**src/rtl/seg7_bcd_display.sv**
```systemverilog
// rtl/seg7_bcd_display.sv - binary-to-BCD converter with 3-digit multiplexed 7-segment scan
module seg7_bcd_display #(
  parameter int REFRESH_CYCLE = 50000
) (
  input  logic        clk,
  input  logic        rst,
  input  logic [7:0]  value,
  output logic [6:0]  seg,
  output logic [3:0]  an,
  output logic [11:0] bcd,
  output logic        busy
);

  localparam int RW = (REFRESH_CYCLE > 1) ? $clog2(REFRESH_CYCLE) : 1;

  typedef enum logic [1:0] {
    IDLE  = 2'd0,
    SHIFT = 2'd1,
    DONE  = 2'd2
  } state_t;

  state_t        state;
  state_t        state_nxt;
  logic [7:0]    cap_reg;
  logic [7:0]    sh_reg;
  logic [11:0]   work;
  logic [11:0]   work_adj;
  logic [2:0]    bit_cnt;
  logic [11:0]   bcd_reg;
  logic [RW-1:0] ref_cnt;
  logic [1:0]    dig;
  logic          start;

  function automatic logic [3:0] add3(input logic [3:0] n);
    return (n >= 4'd5) ? n + 4'd3 : n;
  endfunction

  function automatic logic [6:0] seg_code(input logic [3:0] d);
    case (d)
      4'd0:    seg_code = 7'h40;
      4'd1:    seg_code = 7'h79;
      4'd2:    seg_code = 7'h24;
      4'd3:    seg_code = 7'h30;
      4'd4:    seg_code = 7'h19;
      4'd5:    seg_code = 7'h12;
      4'd6:    seg_code = 7'h02;
      4'd7:    seg_code = 7'h78;
      4'd8:    seg_code = 7'h00;
      4'd9:    seg_code = 7'h10;
      default: seg_code = 7'h7F;
    endcase
  endfunction

  assign start    = (value != cap_reg);
  assign work_adj = {add3(work[11:8]), add3(work[7:4]), add3(work[3:0])};

  always_ff @(posedge clk or negedge rst) begin
    if (!rst) begin
      state <= IDLE;
    end else begin
      state <= state_nxt;
    end
  end

  always_comb begin
    state_nxt = state;
    case (state)
      IDLE:    if (start) state_nxt = SHIFT;
      SHIFT:   if (bit_cnt == 3'd7) state_nxt = DONE;
      DONE:    state_nxt = IDLE;
      default: state_nxt = IDLE;
    endcase
  end

  always_comb begin
    busy = (state == SHIFT) || (state == DONE);
  end

  // Shift-add-3 datapath: adjust nibbles first, then shift {work, sh_reg} left.
  always_ff @(posedge clk or negedge rst) begin
    if (!rst) begin
      cap_reg <= 8'd0;
      sh_reg  <= 8'd0;
      work    <= 12'h000;
      bit_cnt <= 3'd0;
      bcd_reg <= 12'h000;
    end else begin
      case (state)
        IDLE: begin
          if (start) begin
            cap_reg <= value;
            sh_reg  <= value;
            work    <= 12'h000;
            bit_cnt <= 3'd0;
          end
        end
        SHIFT: begin
          work    <= {work_adj[10:0], sh_reg[7]};
          sh_reg  <= {sh_reg[6:0], 1'b0};
          bit_cnt <= bit_cnt + 3'd1;
        end
        DONE: begin
          bcd_reg <= work;
        end
        default: ;
      endcase
    end
  end

  always_ff @(posedge clk or negedge rst) begin
    if (!rst) begin
      ref_cnt <= '0;
      dig     <= 2'd0;
    end else if (ref_cnt == RW'(REFRESH_CYCLE - 1)) begin
      ref_cnt <= '0;
      dig     <= (dig == 2'd2) ? 2'd0 : dig + 2'd1;
    end else begin
      ref_cnt <= ref_cnt + RW'(1);
    end
  end

  // Display path reads only bcd_reg, so the intermediate work value never shows.
  always_comb begin
    an  = 4'b1111;
    seg = 7'h7F;
    case (dig)
      2'd0: begin
        an  = 4'b1110;
        seg = seg_code(bcd_reg[3:0]);
      end
      2'd1: begin
        an  = 4'b1101;
        seg = (bcd_reg[11:8] == 4'd0 && bcd_reg[7:4] == 4'd0) ? 7'h7F : seg_code(bcd_reg[7:4]);
      end
      2'd2: begin
        an  = 4'b1011;
        seg = (bcd_reg[11:8] == 4'd0) ? 7'h7F : seg_code(bcd_reg[11:8]);
      end
      default: ;
    endcase
  end

  assign bcd = bcd_reg;

endmodule

```
**config.mk**
```make
export PLATFORM = sky130hd
export DESIGN_NAME = seg7_bcd_display
export DESIGN_NICKNAME = d
export VERILOG_FILES = /design/src/rtl/seg7_bcd_display.sv
export SDC_FILE = /design/constraint.sdc
export NUM_CORES = 1
export LEC_CHECK = 0
export CAP_MARGIN = 0
export CORE_MARGIN = 4
export CORE_UTILIZATION = 50
export DETAILED_ROUTE_END_ITERATION = 8
export DONT_BUFFER_PORTS = 1
export PLACE_DENSITY_LB_ADDON = 0.25
export SLEW_MARGIN = 5
export SYNTH_ARGS = -nofsm -noshare
export SYNTH_HDL_FRONTEND = slang
export SYNTH_SLANG_ARGS = --single-unit
```
**constraint.sdc**
```tcl
create_clock -name clk -period 2.7 [get_ports clk]
set_input_delay 0.675 -clock clk [delete_from_list [all_inputs] [get_ports clk]]
set_output_delay 0.675 -clock clk [all_outputs]
set_load 0.02 [all_outputs]
```
# Word level (Yosys, flattened, before mapping)
# Memories as Yosys holds them, arrays and structs flattened.
# Cells that the tools add are included.
totals:
  register_bits: 63
  mem_bits_ro: 336
  in_bits: 10
  out_inout_bits: 24
  n_memories: 3
mem_list:
  columns: ["memory", "depth", "width", "rd", "rd_clocked_by_memory_dff", "write_ports", "line_no", "rtl"]
  rows:
  - ["(no name shown)", 16, 7, 1, 0, 0, "39", "case (d)"]
  - ["(no name shown)", 16, 7, 1, 0, 0, "39", null]
  - ["(no name shown)", 16, 7, 1, 0, 0, "39", null]
op_classes:
  addsub: 6
  n_lt_le_gt_ge: 3
  n_eq_ne: 9
  mux: 18
  reduce_logical: 10
ops:
  columns: ["operator", "count"]
  rows:
  - ["$pmux W12 S2", 1]
  - ["$pmux W7 S3", 1]
  - ["$add A16 B1 Y16 const B", 1]
  - ["$eq A16 B16 Y1 const B", 1]
  - ["$mux W16", 1]
  - ["$pmux W8 S2", 1]
  - ["$mux W7", 2]
  - ["$ge A4 B3 Y1 const B", 3]
  - ["$mux W12", 1]
  - ["$pmux W3 S3", 1]
  - ["$add A4 B2 Y4 const B", 2]
  - ["$logic_not A4 Y1", 2]
  - ["$mux W4", 2]
  - ["$mux W8", 1]
  - ["$ne A8 B8 Y1", 1]
  - ["$mux W2", 3]
  - ["$mux W3", 2]
  - ["$pmux W3 S2", 1]
  - ["$reduce_and A2 Y1", 3]
  - ["$eq A2 B1 Y1 const B", 2]
  - ["$eq A2 B2 Y1 const B", 2]
  - ["$logic_not A2 Y1", 2]
  - ["$ne A2 B2 Y1 const B", 2]
  - ["$pmux W2 S2", 1]
  - ["other kinds (7)", 7]

# Longest topological paths before layout
depth:
  word_depth: 4
  depth_mapped: 8

# Least setup slack after synthesis
# Ideal clock, no wire load.
synth_timing:
  path_type: "register to output"
  from: "register bcd_reg[8], in the netlist bcd[8]"
  to: "output port seg[1]"
  t_arrival_ns: 1.801
  required_time_ns: 2.025
  setup_slack_ns: 0.224
  path_stages_with_launch: 7
  path_cell_list: "dfrtp_1 inv_1 ha_1 nor3b_1 a311o_1 a21oi_1 o221ai_1"
synth_via:
  elab_chain_cells: 4
  elab_cells_between_ends: 6
synth_lines:
  columns: ["element", "line_no", "rtl"]
  rows:
  - ["start: declaration", "29", "logic [11:0] bcd_reg;"]
  - ["start signal: assignment", "103", "bcd_reg <= work;"]
  - ["branches (longest 3 deep; another with $mem_v2 Z16 W7)", null, null]
  - ["$pmux W7 S3 (*)", "126", "case (dig)"]
  - ["end: declaration", "8", "output logic [6:0] seg,"]
# Every way passes the cells marked *.

# Worst setup path in the final report
layout_timing:
  from: "register dig[0]"
  to: "output port seg[0]"
layout_via:
  elab_chain_cells: 2
  elab_cells_between_ends: 4
layout_lines:
  columns: ["element", "line_no", "rtl"]
  rows:
  - ["start: declaration", "31", "logic [1:0] dig;"]
  - ["start signal: assignment", "116", "dig <= (dig == 2'd2) ? 2'd0 : dig + 2'd1;"]
  - ["$eq A2 B2 Y1, or another cell as far along", "126", null]
  - ["$pmux W7 S3 (*)", "126", null]
# Mark *: on every way between the ends. The rest lies on a longest branch, timed or not.

==> impl_results.md <==
* Status: completed
* Vias in the first global route at 3024
* HP Class: input pin to asynchronous set/reset pin
* Most common cell after layout, fill and taps aside: dfrtp_1
* Worst Skew at about 5.3 ps
* Clock buffer depth at 2
* Antenna Cells at 0
* Placer Congestion at 0.864
* Mapped Area at between 3000 and 4000 um^2
* First-pass GRT wire length at 14.2 mm
* Antenna viol nets, final at 0
* 1st-iter DRT viols at 197
* CTS buffer count at 9
* Pwr/cell area at 972 nW/um^2
* Vias/cell at 5.79
* WL/cell at 15.1 um
* Switch share at 39.5%
* Synth Register Bits at between 60 and 70
* Setup WS post-layout at 97.8 ps
* CP max FO at 9
* CP max stage cell: dfrtp_2
* Root Buffer: clkbuf_8
* Clk pwr share at 21.2%
* CTS clk-pin slew, worst paths at about 70 ps
* LEAKAGE at ~2.0 nW
* Worst-Skew Late Latency at 340 ps
* Yosys warnings at 0
* Syn nets at approximately 460
* Via count at just over 3000
* Initial antenna violation count at 0
* PortBufs at 0
* Dpl cells at 515
* CP endpoint kind: primary output
* Fin. Hold Viols at 0
* Setup crit start kind: flip-flop
* NetSw at 1.70 mW
* Pre-CTS setup slack at 280 ps
* Nets at approximately 460
* DP HPWL at 5.77 mm
* Most frequent cells in the layout: 58 x dfrtp_1, 40 x nand2_1, 27 x ha_1, 26 x nor2_1, 22 x inv_1
* Power share of the sequential group at 33.6%
* Synth cell types at 60
* CTS sink count at 63
* Mean Syn Cell Area at between 9 and 10 um^2
* Die Ht at between 90 and 100 um
* Area grow syn2layout at 11.9%
* Largest net degree at the start of global routing at between 60 and 70
* I/O Pins at 34
* RSZ-0062 raised after global routing: no
* Synth Flop Type: dfrtp_1
* DRC violation count after routing at 0
* Worst stage delay on the critical path at 470 ps
* Worst reg2reg path depth at 6
* Final min period at 2600 ps
* # Max-Cap Violations at 0
* Worst VDD drop at 0.601 mV
* Period utilization at 96.4%
* Slew Viols, Final at 0
* # rows at 32
* Mapped Cells at 418
* Number of synthesized flops with an enable pin at 0
* Worst Tran Pin Value at slightly below 1000 ps
* Rel. slew slack at 33.8%
* Die Wd at 97.0 um
* Total track usage at 18.0%
* CTS tree: built
* Number of setup violations in the final report at 0
* Setup tns final at 0 ps
* Worst path arrival time at 1930 ps
* WL final at 8.01 mm
* Drt pass-1 iters at 4
* Max Fclk at 384 MHz
* Int Pwr at 2.61 mW
* Synth async-reset ratio at 100%
* Crit-path cells: or2_2 -> a21o_1 -> o21bai_1 -> o221ai_1 -> buf_4
* Seq/Total Area, Yosys at 39.8%
* Comb pwr share at a little under half
* Layout cells sized above 1 at 16.5%
* Initial Util at 51.2%
* H-tree depth at 3
* Largest register FFs at 16
* GRT Residual Overflow at 0
* Core ar. at approximately 7700 um^2
* Final std cells w/o fill at 532
* Die ar. at around 9400 um^2
* Critical path required time at 2030 ps
* Crit Path Category: flip-flop to primary output
layout make-up:
cell class	instances	area, um^2
clock buffers	12	145
clock inverters	4	77.6
fillers	683	3300
inverters	26	97.6
multi-input cells	306	2250
flip-flops and latches	63	1580
well taps	102	128
repair buffers	19	145
power groups by stage:
| stage | clock network [mW] | logic [mW] | registers (mW) |
|---|---|---|---|
| floorplan | 0 | 1.50 | 1.41 |
| CTS | 0.939 | 1.90 | 1.43 |
| detailed placement | 0 | 1.88 | 1.45 |
| global placement | 0 | 1.84 | 1.44 |
| finish | 0.912 | 1.95 | 1.45 |
| global route | 0.985 | 2.18 | 1.49 |
metal layers:
metal / track usage, % / wire, um / share of wire [%] / vias up
met1: 23.3 / 3760 / 47 / 1485
met2: 28.2 / 3700 / 46 / 73
met4: 8.42 / 182 / 2.3 / 0
met5: 0 / 0 / 0 / -
met3: 4.54 / 365 / 4.6 / 21
li1: - / - / - / 1500
path summary, 6_finish.rpt:
kind,start,end,slack [ps]
max,dig[0],seg[0],100
min,rst,bcd[11],30
max reg2reg,state[0],sh_reg[5],530
min reg2reg,ref_cnt[0],ref_cnt[0],500
max in group asynchronous,rst,dig[0],1590
min in group clk,value[0],sh_reg[0],480
cell usage after synthesis (all sizes together), types with 4 or more instances:
cell	count	area share, %
o21ai	18	2.6
nor4	6	0.95
xnor2	10	2.2
nor2	26	2.5
nor3	8	1.0
dfrtp	63	40
a221o	4	1.0
a41oi	5	1.1
a22o	14	3.1
nand2	40	3.8
nor2b	9	1.4
mux2	15	4.3
mux2i	5	1.3
buf	7	0.98
inv	25	2.4
a21oi	20	2.5
o221ai	5	1.1
nand2b	11	1.7
clkbuf	16	1.5
xor2	16	3.5
nand3	12	1.6
and3	5	0.79
ha	28	8.8
what timing repair did:
action                                 in CTS  in global routing
buffers inserted                            0                  0
endpoints found under the hold margin       0                 10
hold buffers                                0                  1
setup endpoints to repair                   7                  7
resized for setup                           3                 21
pin swaps                                   0                  2
critical path, delay by kind of cell, from the launching register on:
family | cells | cell delay, ps
compound gates | 3 | 540
buf+inv | 1 | 170
flops | 1 | 470
simple gates | 1 | 400
through the flow:
step / area [um^2] / utilization (%) / hold WS (ps) / total power, mW
floorplan: 3960 / - / 379 / 2.91
CTS: 4360 / 56.4 / 8.88 / 4.27
global placement: 4120 / 53.4 / 382 / 3.28
finish: 4430 / 57.3 / 30.8 / 4.31
detailed placement: 4120 / 53.4 / 381 / 3.34
global route: 4430 / 57.3 / 2.48 / 4.66
kinds of logic (layout without fill, tap and decap cells):
kind of cell / after synthesis / after routing / share of synthesized area, %
fa+ha+maj: 28 / 28 / 8.85
xor+xnor: 26 / 26 / 5.75
flops: 63 / 63 / 39.8
buf+inv: 49 / 61 / 4.96
simple gates: 135 / 135 / 17.4
mux: 20 / 20 / 5.53
other cells: 1 / 1 / 0.0947
compound gates: 96 / 96 / 17.6
(Power assumes the default switching activity.)
